**src/rtl/r88_pkg.sv**
```systemverilog
// Shared definitions for the Rocket88 interrupt controller: FSM state
// encoding, configuration-target codes and the vector width.
package r88_pkg;

  localparam int VEC_W = 16;
  localparam int IDX_W = 4;

  typedef enum logic {
    ST_IDLE = 1'b0,
    ST_REQ  = 1'b1
  } state_t;

  typedef enum logic [1:0] {
    CFG_MASK = 2'd0,
    CFG_MODE = 2'd1,
    CFG_CLR  = 2'd2,
    CFG_SET  = 2'd3
  } cfg_sel_t;

endpackage

```
**src/rtl/r88_intctl_if.sv**
```systemverilog
// Bundle of the source, configuration and decoder-handshake signals of
// r88_intctl. The master side is the controller, the slave side the core.
interface r88_intctl_if
  import r88_pkg::*;
#(
  parameter int NUM_IRQ = 8
) ();

  logic [NUM_IRQ-1:0] irqIn;
  logic               nmiReq;
  logic               irqEn;
  logic               cfgWrite;
  logic [1:0]         cfgSel;
  logic [NUM_IRQ-1:0] cfgData;
  logic               intAck;
  logic               intDone;
  logic               intReq;
  logic               intNmi;
  logic [VEC_W-1:0]   intVector;
  logic [NUM_IRQ-1:0] pending;
  logic [NUM_IRQ-1:0] inService;

  modport master (
    input  irqIn, nmiReq, irqEn, cfgWrite, cfgSel, cfgData, intAck, intDone,
    output intReq, intNmi, intVector, pending, inService
  );

  modport slave (
    output irqIn, nmiReq, irqEn, cfgWrite, cfgSel, cfgData, intAck, intDone,
    input  intReq, intNmi, intVector, pending, inService
  );

endinterface

```
**src/rtl/r88_prio_enc.sv**
```systemverilog
// Lowest-index-wins priority encoder; index is meaningless when valid=0.
module r88_prio_enc
  import r88_pkg::*;
#(
  parameter int N = 8
) (
  input  logic [N-1:0]     req,
  output logic             valid,
  output logic [IDX_W-1:0] index
);

  always_comb begin
    // NOTE: default assignments first keep this block free of inferred latches.
    valid = |req;
    index = '0;
    for (int i = N - 1; i >= 0; i--) begin
      if (req[i]) index = IDX_W'(i);
    end
  end

endmodule

```
**src/rtl/r88_intctl.sv**
```systemverilog
// Rocket88 interrupt controller: per-source level/edge pending logic, an
// edge-triggered NMI, nesting by in-service state and a request/ack FSM.
module r88_intctl
  import r88_pkg::*;
#(
  parameter int               NUM_IRQ      = 8,
  parameter logic [VEC_W-1:0] IRQ_VEC_BASE = 16'hFFE0,
  parameter logic [VEC_W-1:0] NMI_VEC      = 16'hFFFA
) (
  input  logic          sysClock,
  input  logic          resetReq,
  r88_intctl_if.master  bus
);

  typedef logic [NUM_IRQ-1:0] irq_vec_t;

  state_t           state_q, state_d;
  irq_vec_t         mask_q, mask_d;
  irq_vec_t         mode_q, mode_d;
  irq_vec_t         pending_q, pending_d;
  irq_vec_t         in_service_q, in_service_d;
  irq_vec_t         irq_prev_q, irq_prev_d;
  logic             nmi_prev_q, nmi_prev_d;
  logic             nmi_pend_q, nmi_pend_d;
  logic             nmi_service_q, nmi_service_d;
  logic [IDX_W-1:0] id_q, id_d;
  logic             int_req_q, int_req_d;
  logic             int_nmi_q, int_nmi_d;
  logic [VEC_W-1:0] int_vector_q, int_vector_d;

  cfg_sel_t         cfg_sel;
  irq_vec_t         cfg_set, cfg_clr, edge_set, edge_clr;
  irq_vec_t         irq_rise, blocked, irq_cand, id_oh, isr_oh;
  logic             nmi_rise, nmi_cand;
  logic             sel_valid, isr_valid;
  logic [IDX_W-1:0] sel_idx, isr_idx;
  logic             ack_irq, ack_nmi, done_irq, done_nmi, abandon;

  assign cfg_sel  = cfg_sel_t'(bus.cfgSel);
  assign cfg_set  = (bus.cfgWrite && cfg_sel == CFG_SET) ? bus.cfgData : '0;
  assign cfg_clr  = (bus.cfgWrite && cfg_sel == CFG_CLR) ? bus.cfgData : '0;
  assign irq_rise = bus.irqIn & ~irq_prev_q;
  assign nmi_rise = bus.nmiReq & ~nmi_prev_q;

  // A source is blocked when anything at its own or higher priority is in service.
  always_comb begin
    logic seen;
    seen    = 1'b0;
    blocked = '0;
    for (int i = 0; i < NUM_IRQ; i++) begin
      seen       = seen | in_service_q[i];
      blocked[i] = seen;
    end
  end

  assign irq_cand = pending_q & mask_q & {NUM_IRQ{bus.irqEn}} & ~blocked;
  assign nmi_cand = nmi_pend_q & ~nmi_service_q;

  r88_prio_enc #(.N(NUM_IRQ)) u_sel_enc (
    .req   (irq_cand),
    .valid (sel_valid),
    .index (sel_idx)
  );

  r88_prio_enc #(.N(NUM_IRQ)) u_done_enc (
    .req   (in_service_q),
    .valid (isr_valid),
    .index (isr_idx)
  );

  assign id_oh    = irq_vec_t'(1) << id_q;
  assign isr_oh   = irq_vec_t'(1) << isr_idx;
  assign ack_irq  = (state_q == ST_REQ) && bus.intAck && !int_nmi_q;
  assign ack_nmi  = (state_q == ST_REQ) && bus.intAck && int_nmi_q;
  assign done_nmi = bus.intDone && nmi_service_q;
  assign done_irq = bus.intDone && !nmi_service_q && isr_valid;
  assign abandon  = !int_nmi_q && (!(|(irq_cand & id_oh)) || nmi_cand);

  // Pending, in-service and configuration registers.
  always_comb begin
    mask_d = mask_q;
    mode_d = mode_q;
    if (bus.cfgWrite && cfg_sel == CFG_MASK) mask_d = bus.cfgData;
    if (bus.cfgWrite && cfg_sel == CFG_MODE) mode_d = bus.cfgData;

    edge_set  = (irq_rise | cfg_set) & mode_q;
    edge_clr  = cfg_clr | (ack_irq ? id_oh : '0);
    pending_d = (mode_q & ((pending_q & ~edge_clr) | edge_set))
              | (~mode_q & bus.irqIn);

    nmi_pend_d = (nmi_pend_q & ~ack_nmi) | nmi_rise;

    // Completion clears the old in-service state before a same-cycle ack sets.
    in_service_d  = (in_service_q & ~(done_irq ? isr_oh : '0))
                  | (ack_irq ? id_oh : '0);
    nmi_service_d = (nmi_service_q & ~done_nmi) | ack_nmi;

    irq_prev_d = bus.irqIn;
    nmi_prev_d = bus.nmiReq;
  end

  // Request FSM; every output is the next value of its own register.
  always_comb begin
    state_d      = state_q;
    id_d         = id_q;
    int_req_d    = int_req_q;
    int_nmi_d    = int_nmi_q;
    int_vector_d = int_vector_q;
    case (state_q)
      ST_IDLE: begin
        if (nmi_cand) begin
          state_d      = ST_REQ;
          int_req_d    = 1'b1;
          int_nmi_d    = 1'b1;
          int_vector_d = NMI_VEC;
        end else if (sel_valid) begin
          state_d      = ST_REQ;
          id_d         = sel_idx;
          int_req_d    = 1'b1;
          int_nmi_d    = 1'b0;
          int_vector_d = IRQ_VEC_BASE + VEC_W'({sel_idx, 1'b0});
        end
      end
      ST_REQ: begin
        if (bus.intAck || abandon) begin
          state_d   = ST_IDLE;
          int_req_d = 1'b0;
          int_nmi_d = 1'b0;
        end
      end
      default: state_d = ST_IDLE;
    endcase
  end

  always_ff @(posedge sysClock) begin
    // NOTE: non-blocking assignments so every flop samples pre-edge values.
    if (resetReq) begin
      state_q       <= ST_IDLE;
      mask_q        <= '0;
      mode_q        <= '0;
      pending_q     <= '0;
      in_service_q  <= '0;
      irq_prev_q    <= '0;
      nmi_prev_q    <= 1'b1;
      nmi_pend_q    <= 1'b0;
      nmi_service_q <= 1'b0;
      id_q          <= '0;
      int_req_q     <= 1'b0;
      int_nmi_q     <= 1'b0;
      int_vector_q  <= '0;
    end else begin
      state_q       <= state_d;
      mask_q        <= mask_d;
      mode_q        <= mode_d;
      pending_q     <= pending_d;
      in_service_q  <= in_service_d;
      irq_prev_q    <= irq_prev_d;
      nmi_prev_q    <= nmi_prev_d;
      nmi_pend_q    <= nmi_pend_d;
      nmi_service_q <= nmi_service_d;
      id_q          <= id_d;
      int_req_q     <= int_req_d;
      int_nmi_q     <= int_nmi_d;
      int_vector_q  <= int_vector_d;
    end
  end

  assign bus.intReq    = int_req_q;
  assign bus.intNmi    = int_nmi_q;
  assign bus.intVector = int_vector_q;
  assign bus.pending   = pending_q;
  assign bus.inService = in_service_q;

endmodule

```
**src/flat_wrapper.sv**
```systemverilog
// flat-port wrapper written by rule: the top's interface ports become plain ports
module r88_intctl_flat import r88_pkg::*;
#(
  parameter int               NUM_IRQ      = 8,
  parameter logic [VEC_W-1:0] IRQ_VEC_BASE = 16'hFFE0,
  parameter logic [VEC_W-1:0] NMI_VEC      = 16'hFFFA
)
  (sysClock, resetReq, bus_irqIn, bus_nmiReq, bus_irqEn, bus_cfgWrite, bus_cfgSel, bus_cfgData, bus_intAck, bus_intDone, bus_intReq, bus_intNmi, bus_intVector, bus_pending, bus_inService);
  r88_intctl_if #(.NUM_IRQ(NUM_IRQ)) bus_i ();
  input  logic sysClock;
  input  logic resetReq;
  input wire logic [$bits(bus_i.irqIn)-1:0] bus_irqIn;
  input wire logic [$bits(bus_i.nmiReq)-1:0] bus_nmiReq;
  input wire logic [$bits(bus_i.irqEn)-1:0] bus_irqEn;
  input wire logic [$bits(bus_i.cfgWrite)-1:0] bus_cfgWrite;
  input wire logic [$bits(bus_i.cfgSel)-1:0] bus_cfgSel;
  input wire logic [$bits(bus_i.cfgData)-1:0] bus_cfgData;
  input wire logic [$bits(bus_i.intAck)-1:0] bus_intAck;
  input wire logic [$bits(bus_i.intDone)-1:0] bus_intDone;
  output wire logic [$bits(bus_i.intReq)-1:0] bus_intReq;
  output wire logic [$bits(bus_i.intNmi)-1:0] bus_intNmi;
  output wire logic [$bits(bus_i.intVector)-1:0] bus_intVector;
  output wire logic [$bits(bus_i.pending)-1:0] bus_pending;
  output wire logic [$bits(bus_i.inService)-1:0] bus_inService;
  assign bus_i.irqIn = bus_irqIn;
  assign bus_i.nmiReq = bus_nmiReq;
  assign bus_i.irqEn = bus_irqEn;
  assign bus_i.cfgWrite = bus_cfgWrite;
  assign bus_i.cfgSel = bus_cfgSel;
  assign bus_i.cfgData = bus_cfgData;
  assign bus_i.intAck = bus_intAck;
  assign bus_i.intDone = bus_intDone;
  assign bus_intReq = bus_i.intReq;
  assign bus_intNmi = bus_i.intNmi;
  assign bus_intVector = bus_i.intVector;
  assign bus_pending = bus_i.pending;
  assign bus_inService = bus_i.inService;
  r88_intctl #(.NUM_IRQ(NUM_IRQ), .IRQ_VEC_BASE(IRQ_VEC_BASE), .NMI_VEC(NMI_VEC)) u_core (.sysClock(sysClock), .resetReq(resetReq), .bus(bus_i));
endmodule
```
**config.mk**
```make
export PLATFORM = sky130hd
export DESIGN_NAME = r88_intctl_flat
export DESIGN_NICKNAME = d
export VERILOG_FILES = /design/src/rtl/r88_pkg.sv /design/src/rtl/r88_intctl_if.sv /design/src/rtl/r88_prio_enc.sv /design/src/rtl/r88_intctl.sv /design/src/flat_wrapper.sv
export SDC_FILE = /design/constraint.sdc
export NUM_CORES = 1
export LEC_CHECK = 0
export CAP_MARGIN = 20
export CORE_UTILIZATION = 25
export CTS_CLUSTER_SIZE = 14
export DETAILED_ROUTE_END_ITERATION = 10
export GPL_ROUTABILITY_DRIVEN = 0
export MAX_ROUTING_LAYER = met4
export PLACE_DENSITY = 0.57
export SLEW_MARGIN = 0
export SYNTH_ARGS = -nofsm -noshare
export SYNTH_HDL_FRONTEND = slang
export SYNTH_SLANG_ARGS = --single-unit
```
**constraint.sdc**
```tcl
create_clock -name sysClock -period 6.5 [get_ports sysClock]
set_clock_uncertainty 0.15 [all_clocks]
set_input_delay 1.3 -clock sysClock [delete_from_list [all_inputs] [get_ports sysClock]]
set_output_delay 1.3 -clock sysClock [all_outputs]
set_load 0.02 [all_outputs]
```
## After elaboration in Yosys (flattened, before gate mapping)

Cells that the tools add are included.

| word-level totals | value |
|---|---|
| register bits after elaboration | 66 |
| input port bits | 25 |
| logic and storage cells | 117 |

| operators by class | value |
|---|---|
| add/subtract/negate cells | 1 |
| equality and inequality tests | 5 |
| shift operators | 2 |
| mux-type cells | 33 |
| bitwise logic cells | 39 |
| reduce and logical (&&, ||, !) cells | 24 |

Operators with widths:

| operator | count |
|---|---|
| $and 8x8->8 | 10 |
| $mux 4 | 14 |
| $not 8->8 | 5 |
| $or 8x8->8 | 5 |
| $mux 16 | 2 |
| $mux 8 | 4 |
| $reduce_or 8->1 | 3 |
| $shl 1x4->8 const A | 2 |
| $logic_and 1x1->1 | 11 |
| $or 1x1->1 | 9 |
| $mux 1 | 8 |
| $add 6x6->7 const A | 1 |
| $mux 3 | 2 |
| $not 1->1 | 6 |
| $pmux 1 s2 | 3 |
| $and 1x1->1 | 4 |
| $eq 2x2->1 const B | 2 |
| $reduce_and 2->1 | 2 |
| $logic_not 1->1 | 3 |
| $ne 3x1->1 const B | 1 |
| $reduce_and 3->1 | 1 |
| $eq 2x1->1 const B | 1 |
| $logic_not 2->1 | 1 |
| $logic_or 1x1->1 | 2 |
| other kinds (2) | 2 |

## Depth between registers and ports, before layout

Gate-level depths: netlist (run 1).

| logic depth | value |
|---|---|
| depth after elaboration | 20 |
| mapped depth | 8 |
| mapped depth without buffers | 6 |

## Modules after synthesis

Synthesis (run 1) repeated with hierarchy kept, for this count alone.

| second synthesis, totals | value |
|---|---|
| cell total of the unflattened synthesis | 334 |
| area total of the unflattened synthesis | 2692.6 um^2 |

Modules (own cells, without submodules):

| module | instances | cells each | area an instance (um^2) | sequential area each (um^2) |
|---|---|---|---|---|
| r88_intctl | 1 | 304 | 2507.4 | 1101.1 |
| r88_prio_enc | 2 | 15 | 92.6 | 0.0 |

## Least setup slack after synthesis (run 1)

Ideal clock, no wire load.

| timing | value |
|---|---|
| kind | input-to-reg |
| start | input port bus_irqEn |
| end | register u_core.id_q[0] |
| setup time | 132 ps |
| data arrival time | 2703 ps |
| slack | 3515 ps |
| stages on the path | 7 |
| buffers on the path | 1 |
| path through | or3b_1 buf_2 nor3_4 a311oi_2 a211oi_4 nand2b_1 a21oi_1 |

| on the way | value |
|---|---|
| cells in the longest elaborated chain, start to end | 10 |
| elaborated cells on any way between the ends | 12 |
| classes of those cells | 8 x mux; 2 x bitwise; 2 x reduce/logical |

Ends and longest elaborated chain:

| element | RTL line | source |
|---|---|---|
| start, declared | flat_wrapper.sv:14 | `input wire logic [$bits(bus_i.irqEn)-1:0] bus_irqEn;` |
| $and 8x8->8 (*) (2 in series) | r88_intctl.sv:56 | `assign irq_cand = pending_q & mask_q & {NUM_IRQ{bus.irqEn}} & ~blocked;` |
| $mux 3 | r88_prio_enc.sv:17 | `if (req[i]) index = IDX_W'(i);` |
| $mux 4 (7 in series) | r88_prio_enc.sv:17 |  |
| end signal, assigned | r88_intctl.sv:161 | `id_q <= id_d;` |
| end, declared | r88_intctl.sv:26 | `logic [IDX_W-1:0] id_q, id_d;` |

Mark *: on every way between the ends. The rest lies on a longest branch, timed or not.
A chain may end at the register's enable or synchronous reset.

## Worst setup path in the final report (run 1)

Same ends and word-level chain as after synthesis.

==> results of run 1 <==
sequential cells by signal (all words and copies together), names as in the netlist:
name                  cells
u_core.bus.inService      8
u_core.bus.pending        8
u_core.irq_prev_q         8
u_core.mask_q             8
u_core.mode_q             8
u_core.bus.intVector      5
u_core.id_q               3
u_core.bus.intNmi         1
u_core.bus.intReq         1
u_core.nmi_pend_q         1
u_core.nmi_prev_q         1
u_core.nmi_service_q      1
u_core.state_q            1
per-layer routing:
metal | wire, um | up-vias | part of all wire (%)
met4 | 60 | 0 | 0.93
met1 | 3170 | 1016 | 49
li1 | - | 1155 | -
met3 | 284 | 4 | 4.4
met2 | 2960 | 42 | 46
met5 | 0 | - | 0
worst reg2reg max path: cells and delay by family (launching register included):
family / cells / cell delay [ps]
AND/OR/NAND/NOR: 3 / 950
AO/OA/AOI/OAI: 3 / 660
flip-flops: 1 / 420
placed cells by master, fill, tap and decap left out, drive strengths merged, types with 3 or more instances in the layout:
cell type / count
a21oi: 19
a32o: 3
nand2b: 8
dfxtp: 54
a211oi: 4
nand3b: 4
or2: 3
o21ai: 16
and3: 4
o22ai: 3
clkdlybuf4s50: 56
nor2: 41
nor2b: 15
a21boi: 3
inv: 4
nand4b: 3
clkbuf: 7
a22oi: 7
or3: 3
nand2: 27
mux2i: 16
nand3: 11
nor3: 9
layout make-up:
cell class | instances | area [um2] | area share, %
Clock buffer | 7 | 76.3 | 2.31
Clock inverter | 1 | 30.0 | 0.910
Multi-Input combinational cell | 224 | 1360 | 41.1
Inverter | 4 | 15.0 | 0.455
Tap cell | 133 | 166 | 5.05
Timing Repair Buffer | 58 | 573 | 17.4
Sequential cell | 54 | 1080 | 32.8
cells in the mapped netlist (all sizes together), types with 4 or more instances:
cell type / count
nor2b: 15
nand2b: 8
buf: 13
nand3b: 4
nand2: 27
and3: 4
mux2i: 16
dfxtp: 54
a22oi: 7
inv: 4
nor3: 9
nor2: 41
a21oi: 19
o21ai: 16
nand3: 11
clkbuf: 15
a211oi: 4
worst max-delay path by stage:
stage               depth (start not counted)  slack (ps)                     endpoint
detailed placement                          7        2770  u_core.id_q[0]$_SDFFE_PP0P_
floorplan                                   7        3510  u_core.id_q[0]$_SDFFE_PP0P_
CTS                                         7        3090  u_core.id_q[0]$_SDFFE_PP0P_
finish                                      7        3080  u_core.id_q[0]$_SDFFE_PP0P_
global route                                7        2960  u_core.id_q[0]$_SDFFE_PP0P_
global placement                            7        2820  u_core.id_q[0]$_SDFFE_PP0P_
power by group:
part / switching [mW] / internal [mW] / leakage (nW)
clock: 0.107 / 0.115 / 0.0524
combinational: 0.0529 / 0.0520 / 0.692
sequential: 0.0133 / 0.344 / 0.442
total: 0.173 / 0.512 / 1.19
logic make-up after synthesis:
group / after synthesis / synth area share [%]
other cells: 1 / 0.144
flops: 54 / 41.6
buf+inv: 32 / 6.26
simple gates: 137 / 27.2
mux: 16 / 6.16
compound gates: 70 / 18.7
==> run_results.csv, run 1 <==
group,metric,value,unit
global_routing,top_usage_layer,"met2",
yosys,syn_nets,335,
layout,syn_to_final_growth,26.9,%
die,num_rows,36,
yosys,synth_top_area_share,41.6,%
drt,vias,2217,
clock_network,clock_sinks,54,
global_routing,gr-total-overflow,0,
sta,min_period_over_period,52.6,%
layout,antenna_cells,0,
sta,tightest_slew,966,ps
global_routing,grt_pass1_vias,2116,
power,p_total,0.685,mW
yosys,synth_area_per_cell,8.39,um2
global_routing,met3_usage,3.13,%
drt,drc,0,
sta,fmax,293,MHz
yosys,synth-seq-cells,54,
clock_network,cts_root_buf,"clkbuf_8",
placed_design,dp.cells,473,
clock_network,cts_buffers,5,
yosys,postSynthCellCount,310,
clock_network,cts_resized,0,
critical_path,path_max_fanout,7,
yosys,async_reset_ff_share,0,%
power,leakagePower,1.19,nW
power,powerDensity,208,nW/um2
critical_path,cp-end-kind,"register",
clock_network,cts_hold_buf,0,
critical_path,reg2reg_depth,6,
critical_path,r2r_slack,4170,ps
critical_path,r2r_end,"u_core.id_q[0]$_SDFFE_PP0P_",
layout,nets,372,
layout,stdcell_count,481,
drt,ant_nets,0,
die,die_area,10800,um2
yosys,synth_area_leader_cell,"dfxtp_1",
min_path,hp-class,"reg -> reg",
layout,stdcell_area,3300,um2
yosys,syn_area,2600,um2
critical_path,cp.arrival,3420,ps
critical_path,critPathLaunch,"bus_irqEn",
layout,layout-drive-gt1-share,5.17,%
global_routing,gr-usage-met2,19.8,%
sta,worst_slack,3080,ps
drt,wirelength,6480,um
critical_path,cp_top_family,"simple AND/OR/NAND/NOR gates",
outcome,status,"complete, no violations",
sta,period_needed,3420,ps
global_routing,grt_pass1_wl,10800,um
yosys,synthTopCellsByArea,"dfxtp_1, mux2i_1, nor2_1",
min_path,hold_depth,2,
critical_path,crit_buf_inv,1,
yosys,yosysWarningCount,0,
sta,hold_violations,0,
global_routing,grt_max_degree,55,
critical_path,crit_required,6500,ps
clock_network,cts_setup_buffers,0,
yosys,synthDistinctLibCells,48,
yosys,synth_edf_count,0,
critical_path,path_cells,"clkdlybuf4s50_1 > or3b_1 > nor3_4 > a311oi_2 > a211oi_4 > nand2b_1 > a21oi_1",
critical_path,max_stage_delay,530,ps
sta,rsz0062_at_grt,"no",
clock_network,htreeDepth,2,
drt,wire_per_inst,13.5,um
placed_design,portBuffers,57,
min_path,hp-start,"u_core.bus.intVector[2]$_SDFFE_PP0P_",
clock_network,cts_tree,"done",
critical_path,cp-start-kind,"primary input",
sta,hold_ws,340,ps
clock_network,cts_buffer_depth,2,
min_path,holdPathEnd,"u_core.bus.intVector[2]$_SDFFE_PP0P_",
global_routing,antenna_found_initial,0,
drt,avgViaCountPerCell,4.61,
yosys,synth_flop_cell,"dfxtp_1",
placed_design,post-dp-hpwl,4760,um
yosys,yosysSeqAreaShare,41.6,%
global_routing,grt_usage,12.5,%
clock_network,path_clk_slew,90,ps
die,core,9910,um2
die,start_util,26.2,%
placed_design,dpl_cell_area,3190,um2
drt,dr.pass1.iters,4,
critical_path,critPathKind,"in -> reg",
drt,drt_iter0_drc,79,
power,ir_drop,0.0000898,V
sta,maxSlewViolCount,0,
sta,tns,0,ps
die,die_h,104,um
layout,fill_cells,1038,
critical_path,worst_path_max_delay_cell,"clkdlybuf4s50_1",
die,ioPinCount,59,
job,cap_viol_max_count,0,
critical_path,reg2reg_from,"u_core.bus.inService[0]$_SDFF_PP0_",
die,die_w,104,um
layout,final_util,33.3,%
sta,relSlewSlack,35.6,%
global_routing,met1_usage,16.0,%
placed_design,pre_cts_ws,2770,ps
clock_network,clk_latency,310,ps
sta,finalSetupViolCount,0,
Note: power is estimated with default switching activity, not from simulation.
==> inputs of run 2 (changes only) <==
==> constraint.sdc (replaced) <==
create_clock -name sysClock -period 3.4 [get_ports sysClock]
set_clock_uncertainty 0.15 [all_clocks]
set_input_delay 0.68 -clock sysClock [delete_from_list [all_inputs] [get_ports sysClock]]
set_output_delay 0.68 -clock sysClock [all_outputs]
set_load 0.02 [all_outputs]
==> run 2 against run 1 <==
Global-route usage shrank 0.25 points. Sequential power grew 91%. Combinational power grew 92%. Cell count grew 0.42%. Setup slack lost 2500 ps. Clock power grew 87%. Hold slack lost 5.4 ps. Register-to-register slack lost 3100 ps.
==> run_results.csv, run 2 (synthesized netlist as in run 1, its figures left out) <==
group,metric,value,unit
global_routing,grt_usage,12.3,%
sta,rsz0062_at_grt,"no",
sta,period_needed,2800,ps
global_routing,met3_usage,3.32,%
critical_path,critPathKind,"in -> reg",
outcome,status,"complete, no violations",
global_routing,antenna_found_initial,0,
critical_path,cp-start-kind,"primary input",
layout,nets,374,
drt,drc,0,
global_routing,gr-usage-met2,19.2,%
global_routing,grt_pass1_vias,2038,
layout,final_common_cell,"clkdlybuf4s50_1",
placed_design,post-dp-hpwl,4800,um
global_routing,grt_max_degree,39,
critical_path,worst_path_max_delay_cell,"clkdlybuf4s50_1",
sta,fmax,357,MHz
critical_path,cp.arrival,2800,ps
layout,final_util,33.4,%
global_routing,grt_pass1_wl,10500,um
job,cap_viol_max_count,0,
critical_path,path_max_fanout,7,
clock_network,cts_resized,0,
clock_network,path_clk_slew,90,ps
global_routing,met1_usage,15.7,%
drt,drt_iter0_drc,101,
power,powerDensity,393,nW/um2
die,ioPinCount,59,
die,die_area,10800,um2
die,num_rows,36,
drt,vias,2209,
critical_path,crit_buf_inv,1,
die,core,9910,um2
layout,syn_to_final_growth,27.4,%
sta,tightest_slew,718,ps
clock_network,clk_latency,300,ps
clock_network,cts_setup_buffers,0,
clock_network,clock_sinks,54,
sta,maxSlewViolCount,0,
global_routing,top_usage_layer,"met2",
clock_network,htreeDepth,2,
power,ir_drop,0.000155,V
layout,layout-drive-gt1-share,5.71,%
layout,antenna_cells,0,
drt,wire_per_inst,13.4,um
sta,relSlewSlack,52.2,%
critical_path,crit_required,3410,ps
sta,hold_violations,0,
layout,final_cell_mix,"clkdlybuf4s50_1, dfxtp_1, nor2_1",
layout,stdcell_count,483,
clock_network,cts_hold_buf,0,
min_path,hp-class,"reg -> reg",
die,start_util,26.2,%
drt,avgViaCountPerCell,4.57,
clock_network,cts_tree,"done",
die,die_w,104,um
critical_path,cp_top_family,"simple AND/OR/NAND/NOR gates",
die,die_h,104,um
sta,min_period_over_period,82.3,%
critical_path,path_cells,"clkdlybuf4s50_1 > or3b_1 > nor3_4 > a311oi_2 > a211oi_4 > nand2b_1 > a21oi_1",
sta,tns,0,ps
critical_path,cp-end-kind,"register",
clock_network,cts_root_buf,"clkbuf_8",
drt,dr.pass1.iters,4,
placed_design,dp.cells,475,
global_routing,gr-total-overflow,0,
sta,finalSetupViolCount,0,
power,leakagePower,1.20,nW
critical_path,max_stage_delay,520,ps
placed_design,portBuffers,57,
drt,ant_nets,0,
drt,wirelength,6450,um
clock_network,cts_buffer_depth,2,
critical_path,r2r_slack,1070,ps
clock_network,cts_buffers,5,
run 2: cell count changes in the layout (fill, tap and decap cells not counted):
cell	change
buf_4	+2
run 2: power by group:
part           internal (mW)  leakage, nW  total, mW  switching, mW
combinational          0.100        0.702      0.202          0.101
sequential             0.658        0.442      0.684         0.0255
clock                  0.221       0.0524      0.417          0.197
total                  0.979         1.20       1.30          0.324
run 2: worst paths after layout:
kind	start	cells after the start	end
max	bus_irqEn	7	u_core.id_q[0]$_SDFFE_PP0P_
min	u_core.bus.intVector[2]$_SDFFE_PP0P_	2	u_core.bus.intVector[2]$_SDFFE_PP0P_
max reg2reg	u_core.bus.inService[0]$_SDFF_PP0_	6	u_core.id_q[0]$_SDFFE_PP0P_
min reg2reg	u_core.bus.intVector[2]$_SDFFE_PP0P_	2	u_core.bus.intVector[2]$_SDFFE_PP0P_
run 2: worst min-delay path, cell delays in order, from the launching register on:
cell      delay [ps]
dfxtp_1          320
nand2b_1          60
o21ai_0           60
run 2: layer usage:
metal	vias up	share of wire [%]
li1	1147	-
met1	1013	47
met2	42	47
met3	7	4.8
met4	0	0.81
met5	-	0
run 2: layout make-up:
type                    count  area (um2)
fillers                  1055        6600
multi-input cells         224        1360
flip-flops and latches     54        1080
repair buffers             60         588
well taps                 133         166
clock buffers               7        76.3
clock inverters             1        30.0
inverters                   4        15.0
run 2: per-stage QoR:
stage	hold slack, ps	power (mW)	setup slack [ps]	instance area (um2)
after CTS	345	1.32	603	3310
after global placement	317	0.901	355	3210
after global routing	376	1.37	489	3310
final	335	1.30	602	3310
after floorplan	301	0.818	1030	2600
after detailed placement	330	0.902	289	3210
==> inputs of run 3 (changes only) <==
--- a/config.mk
+++ b/config.mk
@@ -11,7 +11,7 @@
 export DETAILED_ROUTE_END_ITERATION = 10
 export GPL_ROUTABILITY_DRIVEN = 0
 export MAX_ROUTING_LAYER = met4
-export PLACE_DENSITY = 0.57
+export PLACE_DENSITY = 0.58
 export SLEW_MARGIN = 0
 export SYNTH_ARGS = -nofsm -noshare
 export SYNTH_HDL_FRONTEND = slang
==> constraint.sdc (replaced) <==
create_clock -name sysClock -period 2.3 [get_ports sysClock]
set_clock_uncertainty 0.15 [all_clocks]
set_input_delay 0.46 -clock sysClock [delete_from_list [all_inputs] [get_ports sysClock]]
set_output_delay 0.46 -clock sysClock [all_outputs]
set_load 0.02 [all_outputs]
==> run 3 against run 2 <==
Setup slack worse by 470 ps. Non-clock buffer count grew 21. Via count grew 4.5%. Design area up 4.9%. Power grew 44%. Global-route usage increased by 0.25 points. Register-to-register slack lost 850 ps. Critical path depth down 6. Utilization rose by 1.7 points. Hold slack got worse by 9.7 ps. Largest power group unchanged.
==> run_results.csv, run 3 (synthesized netlist as in run 1, its figures left out) <==
group,metric,value,unit
outcome,status,"complete, no violations",
sta,worst_slack,134,ps
layout,syn_to_final_growth,33.7,%
critical_path,cp.arrival,1560,ps
min_path,hold_depth,2,
drt,drc,0,
critical_path,cp-end-kind,"output pin",
clock_network,cts_tree,"done",
critical_path,r2r_end,"u_core.state_q$_SDFF_PP0_",
drt,wire_per_inst,13.1,um
drt,drt_iter0_drc,90,
critical_path,critPathKind,"reg -> out",
global_routing,met1_usage,16.1,%
job,cap_viol_max_count,0,
critical_path,path_max_fanout,7,
sta,rsz0062_at_grt,"no",
critical_path,cp-start-kind,"register",
clock_network,cts_buffer_depth,2,
critical_path,r2r_slack,220,ps
critical_path,crit_buf_inv,1,
sta,fmax,462,MHz
layout,final_common_cell,"clkdlybuf4s50_1",
critical_path,cp_top_family,"buffers and inverters",
die,num_rows,36,
sta,finalSetupViolCount,0,
min_path,holdPathEnd,"u_core.bus.intVector[2]$_SDFFE_PP0P_",
critical_path,worst_path_max_delay_cell,"clkdlybuf4s50_1",
layout,antenna_cells,0,
placed_design,portBuffers,57,
global_routing,gr-total-overflow,0,
clock_network,cts_root_buf,"clkbuf_8",
critical_path,crit_required,1690,ps
die,die_w,104,um
min_path,hp-start,"u_core.bus.intVector[2]$_SDFFE_PP0P_",
clock_network,clock_sinks,54,
critical_path,path_cells,"clkdlybuf4s50_1",
min_path,hp-class,"reg -> reg",
global_routing,top_usage_layer,"met2",
die,start_util,26.2,%
global_routing,grt_pass1_wl,10700,um
global_routing,grt_pass1_vias,2162,
sta,period_needed,2170,ps
clock_network,cts_hold_buf,0,
drt,avgViaCountPerCell,4.58,
sta,maxSlewViolCount,0,
die,ioPinCount,59,
global_routing,grt_usage,12.5,%
global_routing,met3_usage,2.76,%
clock_network,htreeDepth,2,
critical_path,max_stage_delay,690,ps
layout,final_util,35.1,%
drt,wirelength,6590,um
drt,vias,2308,
placed_design,pre_cts_ws,-437,ps
critical_path,reg2reg_from,"u_core.bus.inService[7]$_SDFF_PP0_",
drt,dr.pass1.iters,4,
power,leakagePower,1.29,nW
power,powerDensity,539,nW/um2
sta,hold_ws,325,ps
layout,layout-drive-gt1-share,12.1,%
drt,ant_nets,0,
sta,min_period_over_period,94.2,%
global_routing,grt_max_degree,32,
critical_path,reg2reg_depth,8,
power,ir_drop,0.000227,V
die,die_area,10800,um2
layout,nets,395,
die,core,9910,um2
clock_network,clk_latency,300,ps
placed_design,post-dp-hpwl,5080,um
clock_network,path_clk_slew,90,ps
global_routing,gr-usage-met2,19.8,%
global_routing,antenna_found_initial,0,
layout,final_cell_mix,"clkdlybuf4s50_1, dfxtp_1, nor2_1",
clock_network,cts_buffers,5,
die,die_h,104,um
sta,hold_violations,0,
-- run 3: changes by cell type in the layout (fill, tap and decap cells not counted), sizes merged --
cell	before	now
clkdlybuf4s50	56	55
buf	4	25
clkinv	0	1
bufinv	1	0
dlygate4sd2	0	1
-- run 3: tightest hold or removal path, stage by stage, from the launching register on --
cell      delay, ps
dfxtp_1         320
nand2b_1         60
o21ai_0          60
-- run 3: worst max-delay path by stage --
| stage | from | to | slack, ps | cells after the start |
|---|---|---|---|---|
| detailed placement | bus_irqEn | u_core.bus.intReq$_SDFFE_PP0P_ | -440 | 7 |
| global route | bus_irqEn | u_core.bus.intVector[1]$_SDFFE_PP0P_ | 60 | 8 |
| finish | u_core.bus.inService[2]$_SDFF_PP0_ | bus_inService[2] | 130 | 1 |
| global placement | bus_irqEn | u_core.bus.intVector[1]$_SDFFE_PP0P_ | -400 | 8 |
| floorplan | bus_irqEn | u_core.id_q[0]$_SDFFE_PP0P_ | 150 | 7 |
| CTS | u_core.bus.inService[2]$_SDFF_PP0_ | bus_inService[2] | 120 | 1 |
-- run 3: routing by layer --
layer | wire length [um] | vias up
met5 | 0 | -
met4 | 62 | 0
met3 | 331 | 5
met2 | 3020 | 54
met1 | 3180 | 1052
li1 | - | 1197
-- run 3: power by group --
group	total, mW	internal (mW)	switching (mW)
clock	0.540	0.244	0.297
combinational	0.328	0.168	0.160
sequential	1.00	0.973	0.0320
total	1.87	1.38	0.489
-- run 3: metrics by stage --
step	instances	setup TNS [ps]	total power, mW	area [um2]
6_report	504	0	1.87	3480
5_1_grt	504	0	1.96	3480
4_1_cts	504	0	1.91	3480
3_5_place_dp	495	-4230	1.35	3360
3_3_place_gp	495	-4010	1.35	3360
2_1_floorplan	310	0	1.21	2600
-- run 3: what timing repair did --
action	in CTS	in global routing
setup buffers	1	0
setup endpoints to repair	11	0
resized for setup	6	0
-- run 3: area by class of cell --
class                   count  area [um2]
well taps                 133         166
clock inverters             1        5.00
fillers                  1045        6430
inverters                   4        15.0
repair buffers             81         748
flip-flops and latches     54        1080
clock buffers               7        86.3
multi-input cells         224        1380
